==> src/rtl/cargador_instrucciones_pkg.sv <==
// Shared definitions for the instruction loader: FSM encoding and word geometry.
// Latency: n/a (declarations only).
// Backpressure: n/a.
package pkg_cargador;

   // Default instruction memory depth in 32-bit words.
   localparam int PROF_MEM_DEF      = 64;
   localparam int BYTES_POR_PALABRA = 4;

   typedef enum logic [1:0] {
      REPOSO    = 2'd0,
      CARGA     = 2'd1,
      ESCRITURA = 2'd2,
      EJECUCION = 2'd3
   } estado_t;

endpackage

==> src/rtl/cargador_instrucciones_ensamblador.sv <==
// Big-endian byte-to-word shifter: first byte of a word ends up in [31:24].
// Latency: palabra_lista is combinational on the 4th shift; storage updates on the next edge.
// Backpressure: none; the caller only asserts desplazar on an accepted byte.
//
// Ports:
//   CLK, RST_N     clock, async active-low reset
//   desplazar      shift byte_in in (one accepted byte)
//   limpiar        discard any partial word, count back to 0
//   byte_in        stream byte
//   palabra        word as it would read after shifting byte_in in
//   palabra_lista  this shift completes a word
module ensamblador_palabra
   import pkg_cargador::*;
(
   input  logic        CLK,
   input  logic        RST_N,
   input  logic        desplazar,
   input  logic        limpiar,
   input  logic [7:0]  byte_in,
   output logic [31:0] palabra,
   output logic        palabra_lista
);

   localparam logic [1:0] C_ULTIMO = 2'(BYTES_POR_PALABRA - 1);

   // The three older bytes of the 32-bit shift register are stored here; the
   // newest byte is taken straight from byte_in so the top level can latch the
   // complete word on the same edge that accepts the 4th byte.
   logic [23:0] r_bytes;
   logic [1:0]  r_cuenta;

   assign palabra       = {r_bytes, byte_in};
   assign palabra_lista = desplazar && (r_cuenta == C_ULTIMO);

   always_ff @(posedge CLK or negedge RST_N) begin
      if (!RST_N) begin
         r_bytes  <= '0;
         r_cuenta <= '0;
      end else if (limpiar) begin
         r_bytes  <= '0;
         r_cuenta <= '0;
      end else if (desplazar) begin
         r_bytes  <= palabra[23:0];
         r_cuenta <= r_cuenta + 2'd1;   // wraps to 0 after the 4th byte
      end
   end

endmodule

==> src/rtl/cargador_instrucciones.sv <==
// Loads a byte stream into instruction memory as big-endian words, then releases the CPU.
// Latency: 4 byte transfers + 1 write cycle per word; release the cycle after the last write.
// Backpressure: byte_ready is high only while collecting bytes (state decode, registered).
//
// Ports:
//   CLK, RST_N          clock, async active-low reset
//   inicio/num_palabras start request and word count (sampled together)
//   byte_in/byte_valid/byte_ready  byte stream handshake
//   mem_we/mem_dir/mem_dato        instruction memory write port
//   pc_rst              one-cycle PC clear on release
//   cpu_run             processor enable, held while running
//   err_rango           sticky: a request exceeded PROF_MEM
module cargador_instrucciones
   import pkg_cargador::*;
#(
   parameter int PROF_MEM = PROF_MEM_DEF,
   parameter int ANCHO_N  = 7
) (
   input  logic               CLK,
   input  logic               RST_N,
   input  logic               inicio,
   input  logic [ANCHO_N-1:0] num_palabras,
   input  logic [7:0]         byte_in,
   input  logic               byte_valid,
   output logic               byte_ready,
   output logic               mem_we,
   output logic [31:0]        mem_dir,
   output logic [31:0]        mem_dato,
   output logic               pc_rst,
   output logic               cpu_run,
   output logic               err_rango
);

   localparam logic [ANCHO_N-1:0] C_PROF = ANCHO_N'(PROF_MEM);
   localparam logic [ANCHO_N-1:0] C_UNO  = ANCHO_N'(1);
   localparam logic [ANCHO_N-1:0] C_CERO = '0;

   estado_t            r_estado;
   logic [ANCHO_N-1:0] r_indice;
   logic [ANCHO_N-1:0] r_objetivo;
   logic               r_byte_ready;
   logic               r_mem_we;
   logic [31:0]        r_mem_dir;
   logic [31:0]        r_mem_dato;
   logic               r_pc_rst;
   logic               r_cpu_run;
   logic               r_err_rango;

   logic               w_desplazar;
   logic               w_limpiar;
   logic               w_lista;
   logic [31:0]        w_palabra;
   logic [ANCHO_N-1:0] w_indice_sig;

   // r_byte_ready mirrors (state == CARGA), so a transfer is simply valid & ready.
   assign w_desplazar  = r_byte_ready && byte_valid;
   assign w_limpiar    = inicio && ((r_estado == REPOSO) || (r_estado == EJECUCION));
   assign w_indice_sig = r_indice + C_UNO;

   ensamblador_palabra u_ensamblador (
      .CLK           (CLK),
      .RST_N         (RST_N),
      .desplazar     (w_desplazar),
      .limpiar       (w_limpiar),
      .byte_in       (byte_in),
      .palabra       (w_palabra),
      .palabra_lista (w_lista)
   );

   always_ff @(posedge CLK or negedge RST_N) begin
      if (!RST_N) begin
         r_estado     <= REPOSO;
         r_indice     <= '0;
         r_objetivo   <= '0;
         r_byte_ready <= 1'b0;
         r_mem_we     <= 1'b0;
         r_mem_dir    <= '0;
         r_mem_dato   <= '0;
         r_pc_rst     <= 1'b0;
         r_cpu_run    <= 1'b0;
         r_err_rango  <= 1'b0;
      end else begin
         r_mem_we <= 1'b0;
         r_pc_rst <= 1'b0;
         case (r_estado)
            REPOSO, EJECUCION: begin
               if (inicio) begin
                  r_indice <= '0;
                  if (num_palabras == C_CERO) begin
                     // Nothing to load: (re)start the processor straight away.
                     r_estado     <= EJECUCION;
                     r_byte_ready <= 1'b0;
                     r_pc_rst     <= 1'b1;
                     r_cpu_run    <= 1'b1;
                  end else begin
                     r_estado     <= CARGA;
                     r_byte_ready <= 1'b1;
                     r_cpu_run    <= 1'b0;
                     if (num_palabras > C_PROF) begin
                        r_objetivo  <= C_PROF;
                        r_err_rango <= 1'b1;
                     end else begin
                        r_objetivo  <= num_palabras;
                     end
                  end
               end
            end
            CARGA: begin
               if (w_lista) begin
                  r_estado     <= ESCRITURA;
                  r_byte_ready <= 1'b0;
                  r_mem_we     <= 1'b1;
                  r_mem_dir    <= 32'({r_indice, 2'b00});
                  r_mem_dato   <= w_palabra;
               end
            end
            ESCRITURA: begin
               r_indice <= w_indice_sig;
               if (w_indice_sig == r_objetivo) begin
                  r_estado  <= EJECUCION;
                  r_pc_rst  <= 1'b1;
                  r_cpu_run <= 1'b1;
               end else begin
                  r_estado     <= CARGA;
                  r_byte_ready <= 1'b1;
               end
            end
            default: begin
               r_estado     <= REPOSO;
               r_byte_ready <= 1'b0;
            end
         endcase
      end
   end

   assign byte_ready = r_byte_ready;
   assign mem_we     = r_mem_we;
   assign mem_dir    = r_mem_dir;
   assign mem_dato   = r_mem_dato;
   assign pc_rst     = r_pc_rst;
   assign cpu_run    = r_cpu_run;
   assign err_rango  = r_err_rango;

endmodule

==> config.mk <==
export PLATFORM = sky130hd
export DESIGN_NAME = cargador_instrucciones
export DESIGN_NICKNAME = d
export VERILOG_FILES = /design/src/rtl/cargador_instrucciones_pkg.sv /design/src/rtl/cargador_instrucciones_ensamblador.sv /design/src/rtl/cargador_instrucciones.sv
export SDC_FILE = /design/constraint.sdc
export NUM_CORES = 1
export LEC_CHECK = 0
export CORE_MARGIN = 3
export CORE_UTILIZATION = 25
export DETAILED_ROUTE_END_ITERATION = 16
export PLACE_DENSITY = 0.59
export RECOVER_POWER = 25
export SYNTH_ARGS = -nofsm -noshare
export SYNTH_HDL_FRONTEND = slang
export SYNTH_HIERARCHICAL = 1
export SYNTH_SLANG_ARGS = --single-unit
==> constraint.sdc <==
create_clock -name CLK -period 2 [get_ports CLK]
set_clock_uncertainty 0.2 [all_clocks]
set_input_delay 0.4 -clock CLK [delete_from_list [all_inputs] [get_ports CLK]]
set_output_delay 0.4 -clock CLK [all_outputs]
set_load 0.01 [all_outputs]
# Yosys cells after proc, flatten, opt, wreduce, memory -nomap -nowiden
# Index checks and enable logic that the tools add are counted.
[totals]
regBits = 86
inputBits = 19
out_inout_bits = 69
[op_classes]
n_addsub = 2
order_cmp = 1
n_eq_ne = 9
muxes = 26
n_bitwise = 1
n_reduce_logical = 16
[ops]
columns = ["op", "count"]
rows = [
  ["$mux 24", 2],
  ["$mux 7", 2],
  ["$pmux 7 s2", 1],
  ["$mux 2", 6],
  ["$mux 1", 11],
  ["$reduce_and 3->1", 3],
  ["$add 7x1->7 const B", 1],
  ["$eq 7x7->1", 1],
  ["$gt 7x7->1 const B", 1],
  ["$logic_not 7->1", 1],
  ["$eq 2x2->1 const B", 3],
  ["$ne 2x2->1 const B", 3],
  ["$pmux 2 s3", 1],
  ["$reduce_and 2->1", 3],
  ["$pmux 1 s2", 2],
  ["$reduce_and 4->1", 1],
  ["$reduce_bool 2->1", 2],
  ["$logic_and 1x1->1", 3],
  ["$pmux 1 s3", 1],
  ["$add 2x1->2 const B", 1],
  ["$eq 2x1->1 const B", 1],
  ["$logic_not 2->1", 1],
  ["$ne 2x1->1 const B", 1],
  ["$reduce_or 2->1", 1],
  ["2 further kinds", 2],
]

# Logic depth before layout (Yosys ltp)
# Gate-level depths: netlist of run 1.
[logic_depth]
ltp_word = 4
mapped_depth = 8
depth_no_buf = 7

# Modules after synthesis
# The synthesis of run 1 kept the hierarchy.
[by_module_without_submodules]
columns = ["mod", "n_inst", "cells_each", "area_each_um2", "seq_area_each_um2"]
rows = [
  ["cargador_instrucciones", 1, 266, 2967.8, 1501.4],
  ["ensamblador_palabra", 1, 94, 1153.6, 650.6],
]

# Worst setup path after synthesis of run 1
# No wires, ideal clock.
[synth_timing]
path_type = "register -> register"
startpoint = "register r_byte_ready (netlist: byte_ready)"
endpoint = "register r_mem_dato[0] (netlist: mem_dato[0])"
arrival_time_ps = 1845
t_required_ps = 1675
setup_slack_ps = -170
stages_incl_launch_ff = 8
period_less_slack_ps = 2170
cell_sequence = "dfrtp_1 -> and2_1 -> buf_6 -> buf_12 -> and2_1 -> nand2_1 -> buf_1 -> mux2_2"
[synth_between]
elab_chain_len = 3
[synth_rtl]
columns = ["item", "line_no", "rtl"]
rows = [
  ["start, declared", "cargador_instrucciones.sv:41", "logic r_byte_ready;"],
  ["start signal, assigned", "cargador_instrucciones.sv:75", "r_byte_ready <= 1'b0;"],
  ["start signal, assigned", "cargador_instrucciones.sv:92", "r_byte_ready <= 1'b0;"],
  ["start signal, assigned", "cargador_instrucciones.sv:97", "r_byte_ready <= 1'b1;"],
  ["$logic_and 1x1->1", "cargador_instrucciones.sv:56", "assign w_desplazar = r_byte_ready && byte_valid;"],
  ["named net w_desplazar", "cargador_instrucciones.sv:49", "logic w_desplazar;"],
  ["$logic_and 1x1->1", "cargador_instrucciones_ensamblador.sv:33", "assign palabra_lista = desplazar && (r_cuenta == C_ULTIMO);"],
  ["named net w_lista", "cargador_instrucciones.sv:51", "logic w_lista;"],
  ["$reduce_and 2->1 (no source line)", "--", ""],
  ["end signal, assigned", "cargador_instrucciones.sv:114", "r_mem_dato <= w_palabra;"],
  ["end, declared", "cargador_instrucciones.sv:44", "logic [31:0] r_mem_dato;"],
]
# The timed path passes the listed nets, and every way through them passes these cells.
# A chain may end at the register's enable or synchronous reset.

# Final worst setup path of run 1
[layout_timing]
startpoint = "register r_indice[1]"
endpoint = "register r_byte_ready (netlist: byte_ready)"
[layout_between]
elab_chain_len = 4
[layout_rtl]
columns = ["item", "line_no", "rtl"]
rows = [
  ["start, declared", "cargador_instrucciones.sv:39", "logic [ANCHO_N-1:0] r_indice;"],
  ["start signal, assigned", "cargador_instrucciones.sv:118", "r_indice <= w_indice_sig;"],
  ["$add 7x1->7", "cargador_instrucciones.sv:58", "assign w_indice_sig = r_indice + C_UNO;"],
  ["$eq 7x7->1", "cargador_instrucciones.sv:119", "if (w_indice_sig == r_objetivo) begin"],
  ["$ne 2x2->1 (no source line)", "--", ""],
  ["$reduce_and 3->1 (no source line)", "--", ""],
  ["end signal, assigned", "cargador_instrucciones.sv:75", ""],
  ["end signal, assigned", "cargador_instrucciones.sv:125", "r_byte_ready <= 1'b1;"],
  ["end signal, assigned", "cargador_instrucciones.sv:130", "r_byte_ready <= 1'b0;"],
]
# No other way between the ends.

==> results of run 1 <==
-- sequential cells by signal, summed over array words and instances, names as in the netlist --
register / flops
mem_dato: 32
pc_rst: 1
r_objetivo: 7
mem_we: 1
mem_dir: 7
err_rango: 1
u_ensamblador/r_cuenta: 2
u_ensamblador/r_bytes: 24
byte_ready: 1
r_estado: 2
cpu_run: 1
r_indice: 7
-- per-layer routing --
metal  vias to the layer above  GRT usage [%]  routed length, µm
met3                        10           3.94                620
met4                         0           3.79                169
li1                       1358              -                  -
met1                      1444           13.8               4260
met5                         -              0                  0
met2                        79           18.3               4650
-- cell usage in the layout, fill, tap and decap left out, types with 3 or more instances in the layout --
cell type         n
nand3_1           5
buf_12            3
nor2b_1           4
o31ai_1           8
inv_1            13
a21oi_1           8
dfrtp_1          84
nor2_1           33
nor3_1            9
xnor2_1           6
ha_1              3
conb_1           25
mux2_2           39
o21ai_0          15
nand2_1          19
clkdlybuf4s50_1  60
clkbuf_16         9
buf_4            40
mux2i_1          29
-- cell families (layout without fill, tap and decap cells) --
group,Yosys count,count (layout)
compound gates,47,47
xor+xnor,7,7
fa+ha+maj,5,5
buf+inv,64,136
flops,86,86
mux,68,68
other cells,1,25
simple gates,82,82
-- worst min-delay path by stage --
stage                          startpoint                      end  slack, ns  cells past startpoint
global route        err_rango$_DFFE_PN0P_    err_rango$_DFFE_PN0P_       0.31                      1
finish              err_rango$_DFFE_PN0P_    err_rango$_DFFE_PN0P_       0.29                      1
detailed placement                  RST_N  mem_dato[5]$_DFFE_PN0P_       0.19                      1
CTS                 err_rango$_DFFE_PN0P_    err_rango$_DFFE_PN0P_       0.29                      1
global placement                    RST_N  mem_dato[5]$_DFFE_PN0P_       0.19                      1
floorplan                           RST_N   byte_ready$_DFFE_PN0P_       -0.1                      0
-- synthesized netlist by cell type (2+ instances only) --
cell type and count:
a21oi_1 8, a221oi_1 2, a31o_2 2, and2_1 2
buf_1 5, buf_12 2, buf_2 3, buf_4 33
buf_6 2, clkbuf_1 6, dfrtp_1 86, ha_1 5
inv_1 13, mux2_2 39, mux2i_1 29, nand2_1 20
nand2b_1 2, nand3_1 5, nor2_1 33, nor2b_1 4
nor3_1 9, o21ai_0 15, o31ai_1 8, xnor2_1 6
-- cell type report --
| type | count | share of cell area [%] |
|---|---|---|
| Sequential cell | 86 | 39.1 |
| Multi-Input combinational cell | 234 | 31.1 |
| Timing Repair Buffer | 107 | 18.0 |
| Tap cell | 216 | 4.90 |
| Clock buffer | 10 | 4.34 |
| Clock inverter | 6 | 1.66 |
| Inverter | 13 | 0.885 |
-- critical path, stage by stage (launching register included) --
cell and delay (ns):
dfrtp_1 0.39, ha_4 0.16, nand4_4 0.07, or3_4 0.39
a211oi_4 0.24, o2111ai_4 0.20, mux2_2 0.32
-- power groups by stage --
stage / clock network [mW] / registers, mW / logic [mW]
final: 1.87 / 2.53 / 2.15
after global routing: 2.01 / 2.60 / 2.37
after CTS: 1.93 / 2.54 / 2.10
after detailed placement: 0 / 2.57 / 2.07
after global placement: 0 / 2.55 / 2.03
after floorplan: 0 / 2.53 / 1.26
-- through the flow --
stage          TNS, ns  setup WS, ns
3_3_place_gp     -7.70        -0.166
3_5_place_dp     -8.00        -0.186
5_1_grt         -0.593        -0.134
2_1_floorplan        0       0.00924
4_1_cts         -0.328        -0.115
6_report        -0.134       -0.0742
-- timing repair --
item	in CTS	in global routing
gates resized for setup	2	9
gates cloned	0	0
hold buffers	1	0
endpoints found under the hold margin	31	0
setup buffers	1	0
pin swaps	1	2
setup endpoints to repair	4	13
==> impl_metrics.py, run 1 <==
metrics = {
    "sta": {
        "fmax_mhz": 482,
        "whs_ns": 0.287,
        "slew_headroom_pct": 40.6,
        "finalCriticalPeriod_ns": 2.07,
        "final-hold-violation-count": 0,
        "tightest_slew_ns": 0.891,
        "maxSlewViolCount": 0,
        "layout_worst_path_cycle_share_pct": 104,
        "setup_slack_ns": -0.0742,
        "setup_violations": 4,
        "rsz0062_at_grt": "yes",
    },
    "finish": {
        "area_growth_pct": 33.7,
        "utilization_pct": 34.4,
        "fin_area_um2": 5510,
        "drive_gt1_share_pct": 25.7,
        "fill_cells": 1650,
        "layout.nets": 475,
        "antenna_cells": 0,
        "final_cells": 672,
        "regArea_um2": 2150,
        "multi_input_area_um2": 1720,
    },
    "die": {
        "num_rows": 46,
        "die-area_um2": 18100,
        "start_util_pct": 25.8,
        "ioPinCount": 88,
        "fp.coreArea_um2": 16000,
        "die_y_um": 134,
        "die_x_um": 134,
    },
    "cts": {
        "cts_tree": "done",
        "cts_buffer_depth": 2,
        "clk_latency_ns": 0.35,
        "cts_sinks": 86,
        "cts_htree_levels": 3,
        "clk_pin_slew_worst_paths_ns": 0.07,
        "root_buffer": "clkbuf_16",
        "cts_buffers": 9,
    },
    "pwr": {
        "power_frac_comb_pct": 32.8,
        "p_total_mw": 6.54,
        "p_sw_share_pct": 33.0,
        "clock_power_share_pct": 28.5,
        "leakage_nw": 2.57,
        "pwr-share-seq_pct": 38.6,
        "p_switching_mw": 2.16,
        "p_int_mw": 4.39,
        "vdd_drop_max_mv": 0.618,
        "power.density_nw_per_um2": 1190,
    },
    "worst_setup_path": {
        "r2r-start": "r_indice[1]$_DFFE_PN0P_",
        "endpoint_kind": "flip-flop",
        "rrSetupSlack_ns": -0.07,
        "critPathLaunchType": "flip-flop",
        "cp-startpoint": "r_indice[1]$_DFFE_PN0P_",
        "r2r_end": "byte_ready$_DFFE_PN0P_",
        "crit_required_ns": 2.04,
        "path_class": "reg -> reg",
        "critPathMaxFanout": 4,
        "arrival_ns": 2.11,
        "crit_path_end": "byte_ready$_DFFE_PN0P_",
        "rr_worst_depth": 6,
    },
    "global_routing": {
        "grt_pass1_wl_mm": 16.0,
        "grt_use_total_pct": 11.2,
        "grt_overflow": 0,
        "grt_pass1_vias": 2978,
        "antenna_found_initial": 0,
        "grt_max_degree": 36,
    },
    "synthesis": {
        "synth.area.mux_share_pct": 17.7,
        "yosysTopAreaCellShare_pct": 52.2,
        "synth_area_leaders": "dfrtp_1 (52%), mux2_2 (11%), mux2i_1 (7.0%), buf_4 (6.0%), nor2_1 (3.0%)",
        "yosysWarnings": 6,
        "seq_area_frac_synth_pct": 52.2,
        "synth_top_family_by_area": "multiplexers",
        "synth_compound_area_share_pct": 7.62,
        "avgSynthCellArea_um2": 11.4,
        "synth_adder_area_share_pct": 1.52,
        "synth_simple_gate_area_share_pct": 9.29,
        "synth.distinct_cells": 45,
        "synth_top_area_cell": "dfrtp_1",
        "synthXorXnorAreaFrac_pct": 1.49,
        "synthArstFlopShare_pct": 100,
        "synthCells": 360,
        "synth_edf_count": 0,
        "synth_ff_type": "dfrtp_1",
        "ys_ff_latch": 86,
        "synth_area_um2": 4120,
    },
    "routing": {
        "drc": 0,
        "viasPerCell": 4.30,
        "drtIter0Drc": 80,
        "finalWirelength_mm": 9.70,
        "num_vias": 2891,
        "drt_pass1_iterations": 5,
        "antenna_left": 0,
        "post_drt_wl_per_cell_um": 14.4,
    },
    "outcome": {
        "violations": "setup timing",
        "status": "complete, but fails checks",
    },
    "placement": {
        "placed_area_um2": 5130,
        "gp_congestion": 0.754,
        "dp_cells": 654,
        "dp_hpwl_mm": 6.84,
        "portBuffers": 62,
    },
    "run": {
        "cap_violations": 0,
    },
    "min_path": {
        "hp-class": "reg -> reg",
    },
}
No activity file was read; power rests on OpenSTA's default activity.
==> run 2, diff against run 1 <==
Settings changed: CTS_CLUSTER_DIAMETER set to 40, SKIP_LAST_GASP set to 1.
==> run 2 against run 1 <==
The run still ends with setup timing left. Routed wire length unchanged. Cell count unchanged. Worst setup slack unchanged. Cell area unchanged. Worst hold slack unchanged. Total power unchanged. Sequential power about the same. Clock-buffer cell count unchanged. Clock power about the same. Largest power group unchanged.
==> impl_metrics.py, run 2 (same netlist as run 1, synthesis figures left out) <==
metrics = {
    "cts": {
        "cts_buffer_depth": 2,
        "clk_latency_ns": 0.35,
        "clk_pin_slew_worst_paths_ns": 0.07,
        "cts_buffers": 9,
        "root_buffer": "clkbuf_16",
        "cts_htree_levels": 3,
        "cts_sinks": 86,
        "cts_tree": "done",
    },
    "routing": {
        "viasPerCell": 4.30,
        "finalWirelength_mm": 9.70,
        "drt_pass1_iterations": 5,
        "num_vias": 2891,
        "drc": 0,
        "post_drt_wl_per_cell_um": 14.4,
        "antenna_left": 0,
        "drtIter0Drc": 80,
    },
    "global_routing": {
        "grt_use_met2_pct": 18.3,
        "grt_pass1_vias": 2978,
        "grt_pass1_wl_mm": 16.0,
        "grt_use_total_pct": 11.2,
        "use_met1_pct": 13.8,
        "antenna_found_initial": 0,
        "grt_max_degree": 36,
        "grt-busiest-layer": "met2",
        "grt_util_met3_pct": 3.94,
        "grt_overflow": 0,
    },
    "finish": {
        "fin_area_um2": 5510,
        "largest_reg_flops": 32,
        "utilization_pct": 34.4,
        "fill_cells": 1650,
        "mostFrequentLayoutCell": "dfrtp_1",
        "final_cells": 672,
        "layout_common_cells": "dfrtp_1 (84), clkdlybuf4s50_1 (60), buf_4 (40), mux2_2 (39), nor2_1 (33)",
        "layout.nets": 475,
        "antenna_cells": 0,
        "area_growth_pct": 33.7,
        "drive_gt1_share_pct": 25.7,
    },
    "worst_setup_path": {
        "arrival_ns": 2.11,
        "critPathMaxFanout": 4,
        "path_class": "reg -> reg",
        "crit_slowest_cell": "dfrtp_1",
        "slowest_delay_ns": 0.39,
        "crit_family": "simple AND/OR/NAND/NOR gates",
        "crit_buf_inv": 0,
        "endpoint_kind": "flip-flop",
        "crit_chain": "ha_4, nand4_4, or3_4, a211oi_4, o2111ai_4, mux2_2",
        "crit_required_ns": 2.04,
        "critPathLaunchType": "flip-flop",
    },
    "die": {
        "start_util_pct": 25.8,
        "ioPinCount": 88,
        "die-area_um2": 18100,
        "fp.coreArea_um2": 16000,
        "die_y_um": 134,
        "die_x_um": 134,
        "num_rows": 46,
    },
    "pwr": {
        "leakage_nw": 2.57,
        "p_total_mw": 6.54,
        "p_sw_share_pct": 33.0,
        "p_int_mw": 4.39,
        "power_frac_comb_pct": 32.8,
        "power.density_nw_per_um2": 1190,
        "p_switching_mw": 2.16,
        "clock_power_share_pct": 28.5,
        "pwr-share-seq_pct": 38.6,
        "vdd_drop_max_mv": 0.618,
    },
    "outcome": {
        "violations": "setup timing",
        "status": "complete, but fails checks",
    },
    "placement": {
        "portBuffers": 62,
        "dp_hpwl_mm": 6.84,
        "gp_congestion": 0.754,
        "dp_cells": 654,
        "placed_area_um2": 5130,
        "place_ws_ns": -0.186,
    },
    "sta": {
        "setup_slack_ns": -0.0742,
        "layout_worst_path_cycle_share_pct": 104,
        "final-hold-violation-count": 0,
        "rsz0062_at_grt": "yes",
        "finalCriticalPeriod_ns": 2.07,
        "setup_violations": 4,
        "slew_headroom_pct": 40.6,
        "maxSlewViolCount": 0,
        "tightest_slew_ns": 0.891,
        "fmax_mhz": 482,
    },
    "min_path": {
        "hp-class": "reg -> reg",
    },
    "run": {
        "cap_violations": 0,
    },
}
==> run 2: cell counts in the layout (fill, tap and decap cells not counted) <==
Identical to the previous run, type by type.
==> run 2: final timing paths <==
kind	startpoint	endpoint	slack (ns)	depth (start not counted)
min in group asynchronous	RST_N	u_ensamblador/r_bytes[4]$_DFFE_PN0P_	0.50	2
max in group asynchronous	RST_N	r_indice[0]$_DFFE_PN0P_	0.20	3
worst max register to register	r_indice[1]$_DFFE_PN0P_	byte_ready$_DFFE_PN0P_	-0.07	6
worst min register to register	err_rango$_DFFE_PN0P_	err_rango$_DFFE_PN0P_	0.29	1
worst max-delay path	r_indice[1]$_DFFE_PN0P_	byte_ready$_DFFE_PN0P_	-0.07	6
worst min-delay path	err_rango$_DFFE_PN0P_	err_rango$_DFFE_PN0P_	0.29	1
==> run 2: what timing repair did <==
action,4_1_cts,5_1_grt
pin swaps,1,2
hold buffers,1,0
buffers inserted,1,0
hold endpoints to repair,31,0
gates resized for setup,2,9
setup endpoints to repair,4,13
==> run 2: area by class of cell <==
class	count	area (µm²)	share of cell area, %
Sequential cell	86	2150	39.1
Multi-Input combinational cell	234	1720	31.1
Timing Repair Buffer	107	992	18.0
Tap cell	216	270	4.90
Clock buffer	10	239	4.34
Clock inverter	6	91.3	1.66
Inverter	13	48.8	0.885
==> run 2: metrics by stage <==
| stage | hold WS (ns) | setup TNS (ns) |
|---|---|---|
| 6_report | 0.287 | -0.134 |
| 5_1_grt | 0.307 | -0.593 |
| 4_1_cts | 0.291 | -0.328 |
| 3_5_place_dp | 0.192 | -8.00 |
| 3_3_place_gp | 0.185 | -7.70 |
| 2_1_floorplan | -0.0956 | 0 |
==> run 2: power by group through the flow <==
stage	Combinational, mW	Clock [mW]	Sequential [mW]
after floorplan	1.26	0	2.53
after global placement	2.03	0	2.55
after detailed placement	2.07	0	2.57
after CTS	2.10	1.93	2.54
after global routing	2.37	2.01	2.60
final	2.15	1.87	2.53
==> run 2: routing by layer <==
metal,part of all wire [%],routed length (µm)
met1,44,4260
met2,48,4650
met3,6.4,620
met4,1.7,169
met5,0,0
==> run 3, diff against run 2 <==
Settings changed: PLACE_DENSITY 0.59 to 0.57.
Clock period 2 ns to 2.05 ns, I/O delays scaled along.
==> run 3 against run 2 <==
Clock-buffer cell count decreased by 1. Combinational power down 5%. Worst setup slack improved by 0.062 ns. Sequential power is 3% lower. Worst hold slack worse by 0.015 ns. Utilization fell by 0.59 points. Total power decreased by 6.4%. Flip-flop and latch count unchanged. Sequential share of layout area up 0.66 points. Cell area down 1.7%. Clock power is 13% lower. Via count shrank 1.9%. The flow still finishes with violations (setup timing).
==> impl_metrics.py, run 3 (same netlist as run 1, synthesis figures left out) <==
metrics = {
    "outcome": {
        "status": "complete, but fails checks",
        "violations": "setup timing",
    },
    "pwr": {
        "leakage_nw": 2.51,
        "vdd_drop_max_mv": 0.554,
        "power.density_nw_per_um2": 1130,
    },
    "routing": {
        "drc": 0,
        "antenna_left": 0,
        "viasPerCell": 4.27,
        "num_vias": 2837,
        "post_drt_wl_per_cell_um": 14.0,
        "drtIter0Drc": 123,
        "finalWirelength_mm": 9.29,
        "drt_pass1_iterations": 4,
    },
    "die": {
        "die_x_um": 134,
        "start_util_pct": 25.8,
        "ioPinCount": 88,
        "num_rows": 46,
        "die_y_um": 134,
        "die-area_um2": 18100,
        "fp.coreArea_um2": 16000,
    },
    "placement": {
        "dp_cells": 648,
        "gp_congestion": 0.796,
        "placed_area_um2": 5080,
        "place_ws_ns": -0.135,
        "dp_hpwl_mm": 6.72,
        "portBuffers": 62,
    },
    "finish": {
        "final_cells": 664,
        "layout_common_cells": "dfrtp_1 (85), clkdlybuf4s50_1 (61), mux2_2 (39), nor2_1 (33), buf_4 (33)",
        "layout.nets": 468,
        "drive_gt1_share_pct": 23.7,
        "fin_area_um2": 5420,
        "largest_reg_flops": 32,
        "fill_cells": 1667,
        "antenna_cells": 0,
        "mostFrequentLayoutCell": "dfrtp_1",
        "area_growth_pct": 31.4,
    },
    "cts": {
        "root_buffer": "clkbuf_16",
        "cts_htree_levels": 3,
        "cts_sinks": 86,
        "cts_setup_buffers": 0,
        "clk_latency_ns": 0.34,
        "clk_pin_slew_worst_paths_ns": 0.06,
        "cts_tree": "done",
        "cts_buffers": 9,
        "cts_buffer_depth": 2,
    },
    "worst_setup_path": {
        "path_class": "reg -> reg",
        "arrival_ns": 2.09,
        "r2r_end": "byte_ready$_DFFE_PN0P_",
        "rr_worst_depth": 6,
        "r2r-start": "r_indice[0]$_DFFE_PN0P_",
        "critPathMaxFanout": 6,
        "cp-startpoint": "r_indice[0]$_DFFE_PN0P_",
        "rrSetupSlack_ns": -0.01,
        "critPathLaunchType": "flip-flop",
        "endpoint_kind": "flip-flop",
        "crit_required_ns": 2.08,
    },
    "sta": {
        "layout_worst_path_cycle_share_pct": 101,
        "fin_setup_tns_ns": -0.0120,
        "setup_violations": 1,
        "tightest_slew_ns": 0.718,
        "maxSlewViolCount": 0,
        "final-hold-violation-count": 0,
        "fmax_mhz": 485,
        "finalCriticalPeriod_ns": 2.06,
        "rsz0062_at_grt": "yes",
        "whs_ns": 0.273,
        "slew_headroom_pct": 52.1,
        "setup_slack_ns": -0.0120,
    },
    "global_routing": {
        "antenna_found_initial": 0,
        "grt_pass1_vias": 2863,
        "grt_pass1_wl_mm": 15.1,
        "grt_use_total_pct": 10.6,
        "grt_overflow": 0,
        "grt_max_degree": 75,
    },
    "min_path": {
        "hp-start": "err_rango$_DFFE_PN0P_",
        "min_to": "err_rango$_DFFE_PN0P_",
        "hp-class": "reg -> reg",
        "whs_path_depth": 1,
    },
    "run": {
        "cap_violations": 0,
    },
}
[run 3: metal layers]
| metal | global-route usage (%) | part of all wire (%) | vias to the layer above |
|---|---|---|---|
| li1 | - | - | 1344 |
| met3 | 4.91 | 7.4 | 9 |
| met2 | 17.1 | 48 | 65 |
| met4 | 2.55 | 0.89 | 0 |
| met5 | 0 | 0 | - |
| met1 | 13.0 | 44 | 1419 |
[run 3: worst max-delay path: stages, from the launching register on]
cell	delay (ns)
dfrtp_2	0.38
buf_4	0.15
and3_4	0.20
mux2i_1	0.19
o22ai_1	0.15
o2111ai_4	0.30
mux2_2	0.37
[run 3: power breakdown]
group / total [mW] / leakage (nW) / internal, mW / switching, mW
Sequential: 2.46 / 1.17 / 2.13 / 0.336
Clock: 1.62 / 0.146 / 0.947 / 0.676
Combinational: 2.04 / 1.19 / 1.01 / 1.03
Total: 6.12 / 2.51 / 4.08 / 2.04
[run 3: worst max path at each step]
stage / to / cells after the start
floorplan: byte_ready$_DFFE_PN0P_ / 7
global placement: mem_dato[21]$_DFFE_PN0P_ / 6
detailed placement: mem_dato[18]$_DFFE_PN0P_ / 6
CTS: cpu_run$_DFFE_PN0P_ / 6
global route: byte_ready$_DFFE_PN0P_ / 6
finish: byte_ready$_DFFE_PN0P_ / 6
[run 3: final cells by class]
type	count	area (µm²)	share of cell area, %
Timing Repair Buffer	100	947	17.5
Clock inverter	6	70.1	1.29
Multi-Input combinational cell	234	1700	31.4
Clock buffer	9	225	4.16
Sequential cell	86	2150	39.8
Inverter	13	48.8	0.901
Tap cell	216	270	4.99
[run 3: timing repair]
action	CTS	global route
pin swaps	0	3
endpoints found under the setup margin	3	8
hold endpoints to repair	12	0
gates resized for setup	0	9
hold buffers	1	0
[run 3: per-stage QoR]
stage / power [mW] / util, %
after floorplan: 3.68 / -
after detailed placement: 4.46 / 31.7
after global placement: 4.41 / 31.7
after CTS: 6.14 / 33.6
after global routing: 6.59 / 33.9
final: 6.12 / 33.9
